## src/rtl/mem_pkg.sv

```systemverilog
// Shared definitions for the MEM stage and its neighbours in the pipeline.
// Contents: datapath width, MEM-stage FSM state encodings, writeback-source
// select encodings (shared with the writeback mux), and the MEM/WB payload.
package mem_pkg;

   localparam int unsigned XLEN  = 32;
   localparam int unsigned RD_W  = 5;
   localparam int unsigned SEL_W = 2;

   // MEM-stage access FSM
   typedef enum logic {
      ST_IDLE = 1'b0,
      ST_WAIT = 1'b1
   } state_e;

   // Writeback source select, decoded by the writeback mux
   typedef enum logic [SEL_W-1:0] {
      WB_SEL_ALU = 2'd0,
      WB_SEL_MEM = 2'd1,
      WB_SEL_PC  = 2'd2,
      WB_SEL_IMM = 2'd3
   } wb_sel_e;

   // MEM/WB pipeline payload (load data is held separately)
   typedef struct packed {
      logic             reg_file_write;
      logic [SEL_W-1:0] select_mux_4;
      logic [RD_W-1:0]  addr_rd;
      logic [XLEN-1:0]  alu;
   } mem_wb_t;

endpackage

```

## src/rtl/mem_wb_reg.sv

```systemverilog
// MEM/WB pipeline register. Loads every cycle; a bubble clears only the
// writeback enable and leaves the remaining fields holding their last value.
// Load data is captured only when load_done is high.
// Ports:
//   clk, reset (async, active-low)
//   bubble             - insert a bubble instead of the incoming instruction
//   load_done          - capture load_data into mem_data_out
//   *_in               - incoming MEM-stage fields
//   load_data          - data returned by memory
//   *_out, mem_data_out - registered MEM/WB fields
module mem_wb_reg
   import mem_pkg::*;
(
   input  logic             clk,
   input  logic             reset,
   input  logic             bubble,
   input  logic             load_done,
   input  logic             reg_file_write_in,
   input  logic [SEL_W-1:0] select_mux_4_in,
   input  logic [RD_W-1:0]  addr_rd_in,
   input  logic [XLEN-1:0]  alu_in,
   input  logic [XLEN-1:0]  load_data,
   output logic             reg_file_write_out,
   output logic [SEL_W-1:0] select_mux_4_out,
   output logic [RD_W-1:0]  addr_rd_out,
   output logic [XLEN-1:0]  alu_out,
   output logic [XLEN-1:0]  mem_data_out
);

   mem_wb_t         wb_q;
   logic [XLEN-1:0] mem_data_q;

   // Pipeline register with bubble insertion
   always_ff @(posedge clk or negedge reset) begin
      if (!reset) begin
         wb_q       <= '0;
         mem_data_q <= '0;
      end else begin
         if (bubble) begin
            wb_q.reg_file_write <= 1'b0;
         end else begin
            wb_q <= '{reg_file_write: reg_file_write_in,
                      select_mux_4:   select_mux_4_in,
                      addr_rd:        addr_rd_in,
                      alu:            alu_in};
         end
         if (load_done) begin
            mem_data_q <= load_data;
         end
      end
   end

   assign reg_file_write_out = wb_q.reg_file_write;
   assign select_mux_4_out   = wb_q.select_mux_4;
   assign addr_rd_out        = wb_q.addr_rd;
   assign alu_out            = wb_q.alu;
   assign mem_data_out       = mem_data_q;

endmodule

```

## src/rtl/mem_stage.sv

```systemverilog
// MEM pipeline stage: drives the data-memory req/ack port for loads and
// stores, stalls upstream while an access is outstanding, aborts after
// TIMEOUT wait cycles with a sticky bus error, resolves the branch and
// feeds the MEM/WB register.
// Optional build macro MEM_ALIGN_CHECK_EN: accesses with alu_in[1:0] != 0
// are dropped (no request, no stall, retire as a bubble) and flagged on the
// sticky output misalign_err_out.
// Ports:
//   clk, reset (async, active-low)
//   EX/MEM inputs : mem_re_in, mem_we_in, reg_file_write_in, branch_in,
//                   branch_instruction_in, select_mux_2_in, select_mux_4_in,
//                   addr_rd_in, reg_b_in, alu_in, add_pc_in
//   Data memory   : dmem_req, dmem_we, dmem_addr, dmem_wdata, dmem_ack, dmem_rdata
//   Pipeline ctrl : stall_out, pc_src_out, branch_target_out, bus_err_out
//   MEM/WB        : reg_file_write_out, select_mux_4_out, addr_rd_out,
//                   mem_data_out, alu_out
module mem_stage
   import mem_pkg::*;
#(
   parameter int unsigned TIMEOUT = 16
)
(
   input  logic             clk,
   input  logic             reset,
   input  logic             mem_re_in,
   input  logic             mem_we_in,
   input  logic             reg_file_write_in,
   input  logic             branch_in,
   input  logic             branch_instruction_in,
   input  logic [1:0]       select_mux_2_in,
   input  logic [1:0]       select_mux_4_in,
   input  logic [4:0]       addr_rd_in,
   input  logic [XLEN-1:0]  reg_b_in,
   input  logic [XLEN-1:0]  alu_in,
   input  logic [XLEN-1:0]  add_pc_in,
   output logic             dmem_req,
   output logic             dmem_we,
   output logic [XLEN-1:0]  dmem_addr,
   output logic [XLEN-1:0]  dmem_wdata,
   input  logic             dmem_ack,
   input  logic [XLEN-1:0]  dmem_rdata,
   output logic             stall_out,
   output logic             pc_src_out,
   output logic [XLEN-1:0]  branch_target_out,
   output logic             bus_err_out,
   output logic             reg_file_write_out,
   output logic [1:0]       select_mux_4_out,
   output logic [4:0]       addr_rd_out,
   output logic [XLEN-1:0]  mem_data_out,
   output logic [XLEN-1:0]  alu_out
`ifdef MEM_ALIGN_CHECK_EN
   ,
   output logic             misalign_err_out
`endif
);

   localparam int unsigned CNT_W = $clog2(TIMEOUT + 1);

   state_e           state_q, state_d;
   logic [CNT_W-1:0] cnt_q, cnt_d;
   logic             req_c;
   logic             access_c;
   logic             misalign_c;
   logic             timeout_hit_c;
   logic             stall_c;
   logic             bubble_c;
   logic             load_done_c;
   logic             bus_err_q;
   logic             unused_sel2_c;

   // Passthrough control has no consumer in this stage
   assign unused_sel2_c = ^select_mux_2_in;

`ifdef MEM_ALIGN_CHECK_EN
   logic misalign_err_q;

   assign misalign_c = (mem_re_in | mem_we_in) & (alu_in[1:0] != 2'b00);

   // Sticky misaligned-access flag
   always_ff @(posedge clk or negedge reset) begin
      if (!reset) begin
         misalign_err_q <= 1'b0;
      end else if (misalign_c) begin
         misalign_err_q <= 1'b1;
      end
   end

   assign misalign_err_out = misalign_err_q;
`else
   assign misalign_c = 1'b0;
`endif

   assign access_c = (mem_re_in | mem_we_in) & ~misalign_c;

   // Access FSM and wait counter
   always_ff @(posedge clk or negedge reset) begin
      if (!reset) begin
         state_q <= ST_IDLE;
         cnt_q   <= '0;
      end else begin
         state_q <= state_d;
         cnt_q   <= cnt_d;
      end
   end

   // Next state, request and timeout detection
   always_comb begin
      state_d       = state_q;
      cnt_d         = cnt_q;
      req_c         = 1'b0;
      timeout_hit_c = 1'b0;
      case (state_q)
         ST_IDLE: begin
            if (access_c) begin
               req_c = 1'b1;
               if (!dmem_ack) begin
                  state_d = ST_WAIT;
                  cnt_d   = CNT_W'(1);
               end
            end
         end
         ST_WAIT: begin
            req_c = 1'b1;
            if (dmem_ack) begin
               state_d = ST_IDLE;
               cnt_d   = '0;
            end else if (cnt_q == CNT_W'(TIMEOUT)) begin
               timeout_hit_c = 1'b1;
               state_d       = ST_IDLE;
               cnt_d         = '0;
            end else begin
               cnt_d = cnt_q + CNT_W'(1);
            end
         end
         default: begin
            state_d = ST_IDLE;
            cnt_d   = '0;
         end
      endcase
   end

   assign stall_c     = req_c & ~dmem_ack & ~timeout_hit_c;
   assign bubble_c    = stall_c | timeout_hit_c | misalign_c;
   // Both strobes high is treated as a store, so no load data is captured
   assign load_done_c = req_c & dmem_ack & mem_re_in & ~mem_we_in;

   // Sticky bus-error flag
   always_ff @(posedge clk or negedge reset) begin
      if (!reset) begin
         bus_err_q <= 1'b0;
      end else if (timeout_hit_c) begin
         bus_err_q <= 1'b1;
      end
   end

   // Control outputs are forced low while reset is asserted so an
   // in-flight transfer is abandoned at once
   assign dmem_req          = reset & req_c;
   assign stall_out         = reset & stall_c;
   assign pc_src_out        = reset & branch_in & branch_instruction_in & ~stall_c;
   assign dmem_we           = mem_we_in;
   assign dmem_addr         = alu_in;
   assign dmem_wdata        = reg_b_in;
   assign branch_target_out = add_pc_in;
   assign bus_err_out       = bus_err_q;

   mem_wb_reg u_mem_wb_reg (
      .clk                (clk),
      .reset              (reset),
      .bubble             (bubble_c),
      .load_done          (load_done_c),
      .reg_file_write_in  (reg_file_write_in),
      .select_mux_4_in    (select_mux_4_in),
      .addr_rd_in         (addr_rd_in),
      .alu_in             (alu_in),
      .load_data          (dmem_rdata),
      .reg_file_write_out (reg_file_write_out),
      .select_mux_4_out   (select_mux_4_out),
      .addr_rd_out        (addr_rd_out),
      .alu_out            (alu_out),
      .mem_data_out       (mem_data_out)
   );

endmodule

```

## config.mk

```make
export PLATFORM = sky130hd
export DESIGN_NAME = mem_stage
export DESIGN_NICKNAME = d
export VERILOG_FILES = /design/src/rtl/mem_pkg.sv /design/src/rtl/mem_wb_reg.sv /design/src/rtl/mem_stage.sv
export SDC_FILE = /design/constraint.sdc
export NUM_CORES = 1
export LEC_CHECK = 0
export ABC_AREA = 1
export BUFFER_PORTS_ARGS = -buffer_cell sky130_fd_sc_hd__buf_4
export CORE_AREA = 4 4 121 123
export CTS_CLUSTER_DIAMETER = 150
export DETAILED_ROUTE_END_ITERATION = 16
export DIE_AREA = 0 0 125 127
export PLACE_DENSITY = 0.72
export SLEW_MARGIN = 20
export SYNTH_ARGS = -nofsm -noshare
export SYNTH_HDL_FRONTEND = slang
export SYNTH_SLANG_ARGS = --single-unit
```

## constraint.sdc

```tcl
create_clock -name clk -period 3 [get_ports clk]
set_input_delay 0.45 -clock clk [delete_from_list [all_inputs] [get_ports clk]]
set_output_delay 0.45 -clock clk [all_outputs]
set_load 0.05 [all_outputs]
```

==> results.json <==
{
  "synthTopCellsByCount": "204 x nand2_1, 98 x buf_4, 79 x dfrtp_1, 37 x nand3_1, 14 x buf_2",
  "io_buffers": 187,
  "fp.coreArea_um2": 13670,
  "final_area_um2": 5109,
  "comb_power_share_pct": 30.5,
  "initialDrtViolationCount": 80,
  "ir_worst_vdd_mv": 0.2590,
  "path_clk_slew_ps": 60,
  "num_io_pins": 318,
  "synth_area_um2": 3924,
  "overflow": 0,
  "cts-root-buf": "clkbuf_16",
  "synth_enable_flop_cells": 0,
  "antenna_found_initial": 0,
  "slowest_stage": "dfrtp_1",
  "cts-resized-gates": 0,
  "syn_avg_cell_area_um2": 8.402,
  "worst_r2r_path_depth": 6,
  "grt_max_degree": 51,
  "synth_cell_type_count": 19,
  "critPathMaxFanout": 6,
  "vias": 3152,
  "synth-simple-area-share_pct": 26.47,
  "num_rows": 43,
  "layout-drive-gt1-share_pct": 38.64,
  "drt-wirelength-per-cell_um": 13.50,
  "synth_fa_ha_area_share_pct": 0.6378,
  "cp.arrival_ps": 1800,
  "pwr-share-seq_pct": 35.8,
  "finalPower_uw": 3540,
  "ys_seq_area_share_pct": 50.38,
  "synth-xor-area-share_pct": 0,
  "finalCritPeriodShare_pct": 74.92,
  "antenna_cells": 0,
  "hp-class": "in -> async",
  "r2r-start": "state_q",
  "finalSetupViolCount": 0,
  "yosysWarnings": 0,
  "die_height_um": 127,
  "worst_pin_slew_ps": 632.8,
  "synth_top_area_share_pct": 50.38,
  "clkLatencyLatePin_ps": 340,
  "synthTopCellsByArea": "dfrtp_1 50%, nand2_1 20%, buf_4 19%",
  "detail-route-antenna-nets": 0,
  "cp_slowest_stage_delay_ps": 430,
  "r2r_end": "u_mem_wb_reg.addr_rd_out[3]",
  "cts_buffer_depth": 2,
  "critPathLaunchType": "flip-flop",
  "wirelength_um": 9978,
  "crit_chain": "inv_1 -> ha_1 -> nand2_1 -> inv_1 -> nand2_1 -> nor2_1 -> nor2_1 -> nor2_1 -> buf_4",
  "grt_usage_pct": 12.35,
  "skew_ps": 4.232,
  "switching_power_uw": 1255,
  "grt_pass1_wl_um": 15550,
  "cp_common_cell": "nor2_1",
  "worst_setup_path_end_kind": "output port",
  "synth_fp_nets": 614,
  "intPower_uw": 2285,
  "max_slew_margin_pct": 57.82,
  "yosysMostFrequentCell": "nand2_1",
  "place_area_um2": 4773,
  "gp_congestion": 0.7790,
  "grt_pass1_vias": 3059,
  "ff2ff_setup_slack_ps": 1630,
  "powerDensity_nw_per_um2": 693.0,
  "critPathRequiredTime_ps": 2550,
  "finalNetCount": 701,
  "drc": 0,
  "crit_type": "reg -> out",
  "cts_setup_buffers": 0,
  "via_per_inst": 4.265,
  "slew_violations": 0,
  "synth_area_leader_cell": "dfrtp_1",
  "ctsHoldBuffers": 0,
  "clock_sinks": 79,
  "status": "complete, no violations",
  "numCtsBuffers": 9,
  "ys_ff_latch": 79,
  "yosys_most_used_dff": "dfrtp_1",
  "start_util_pct": 28.71,
  "area_growth_pct": 30.20,
  "dp_hpwl_um": 7484,
  "die_x_um": 125,
  "setup_tns_ps": 0,
  "dr.pass1.iters": 4,
  "synth_top_family_by_area": "simple AND/OR/NAND/NOR gates",
  "maxCapViolations": 0,
  "synthMuxAreaShare_pct": 0,
  "timing.final.crit_period_ps": 2248,
  "p_sw_share_pct": 35.45,
  "cts_tree": "yes",
  "synth_compound_area_share_pct": 0.7334,
  "cts-htree-levels": 3,
  "clockPowerShare_pct": 33.7,
  "fmax_ghz": 0.4449,
  "hold_viol": 0,
  "die-area_um2": 15880,
  "synth_cells": 467,
  "rsz0062_at_grt": "no",
  "cellLeakagePower_uw": 0.002841,
  "async_reset_ff_share_pct": 100.0
}
worst max-delay path: cells and delay by family (launching register included):
kind | cells | cell delay (ps)
AND/OR/NAND/NOR | 5 | 540
buffers and inverters | 3 | 370
adder cells (fa/ha/maj) | 1 | 140
flip-flops | 1 | 430
power by group through the flow:
stage	clock, uW	sequential, uW	combinational (uW)
2_1_floorplan	0	1720	515
3_3_place_gp	0	1280	1080
3_5_place_dp	0	1290	1090
4_1_cts	1250	1270	1090
5_1_grt	1280	1290	1140
6_report	1190	1270	1080
per-layer routing:
| layer | up-vias | GRT usage, % | wire (um) |
|---|---|---|---|
| li1 | 1512 | - | - |
| met1 | 1405 | 13.83 | 3853 |
| met2 | 188 | 18.57 | 4437 |
| met3 | 47 | 5.644 | 1190 |
| met4 | 0 | 9.056 | 496 |
| met5 | - | 0 | 0 |
cells in the final DEF (no fill, tap or decap):
cell type   netlist  routed
dfrtp_1          79      79
clkbuf_16         0       9
buf_4            98     191
nand2_1         204     203
clkinvlp_4        0       2
nor2_4            2       2
inv_2             2       2
nor2_1            8       8
a21oi_4           0       1
inv_1             8       8
ha_1              2       2
nand4_1           2       2
bufinv_16         0       2
clkbuf_8          0       2
clkinv_2          0       1
or2_2             1       1
a21oi_1           2       2
nand3_1          37      37
o21ai_1           1       1
nor3_2            1       1
o21ai_0           1       1
nand2_2           1       2
state kept, by name (all words and copies together), names as in the netlist:
signal and cells:
u_mem_wb_reg.alu_out 32, u_mem_wb_reg.reg_file_write_out 1, u_mem_wb_reg.addr_rd_out 5, cnt_q 5, bus_err_out 1, u_mem_wb_reg.select_mux_4_out 2, u_mem_wb_reg.mem_data_out 32, state_q 1
cell families (layout without fill, tap and decap cells):
family | count (synthesis) | after routing
compound gates | 5 | 5
buf+inv | 125 | 217
simple gates | 256 | 256
flops | 79 | 79
fa+ha+maj | 2 | 2
metrics by stage:
stage	cells	hold WS [ps]	setup slack (ps)	utilization (%)
2_1_floorplan	467	154.4	902.7	-
3_3_place_gp	723	410.3	1028	34.93
3_5_place_dp	723	412.0	1012	34.93
4_1_cts	739	38.82	716.7	37.36
5_1_grt	739	65.97	534.8	37.38
6_report	739	43.86	752.4	37.38
cell type report:
| cell class | count | area [um2] |
|---|---|---|
| tap | 180 | 225.2 |
| timing repair buffer | 191 | 1434 |
| inverter | 10 | 37.54 |
| clock inverter | 5 | 80.08 |
| multi-input combinational | 263 | 1102 |
| fill | 1443 | 8557 |
| clock buffer | 11 | 252.7 |
| sequential | 79 | 1977 |
worst max path at each step:
stage / depth (start not counted) / to / from
after global placement: 4 / u_mem_wb_reg.mem_data_out[22] / mem_re_in
after floorplan: 8 / pc_src_out / cnt_q[0]
after global routing: 9 / pc_src_out / cnt_q[0]
after detailed placement: 4 / u_mem_wb_reg.mem_data_out[29] / mem_re_in
after CTS: 9 / pc_src_out / cnt_q[0]
final: 9 / pc_src_out / cnt_q[0]
No activity file was read; power rests on OpenSTA's default activity.
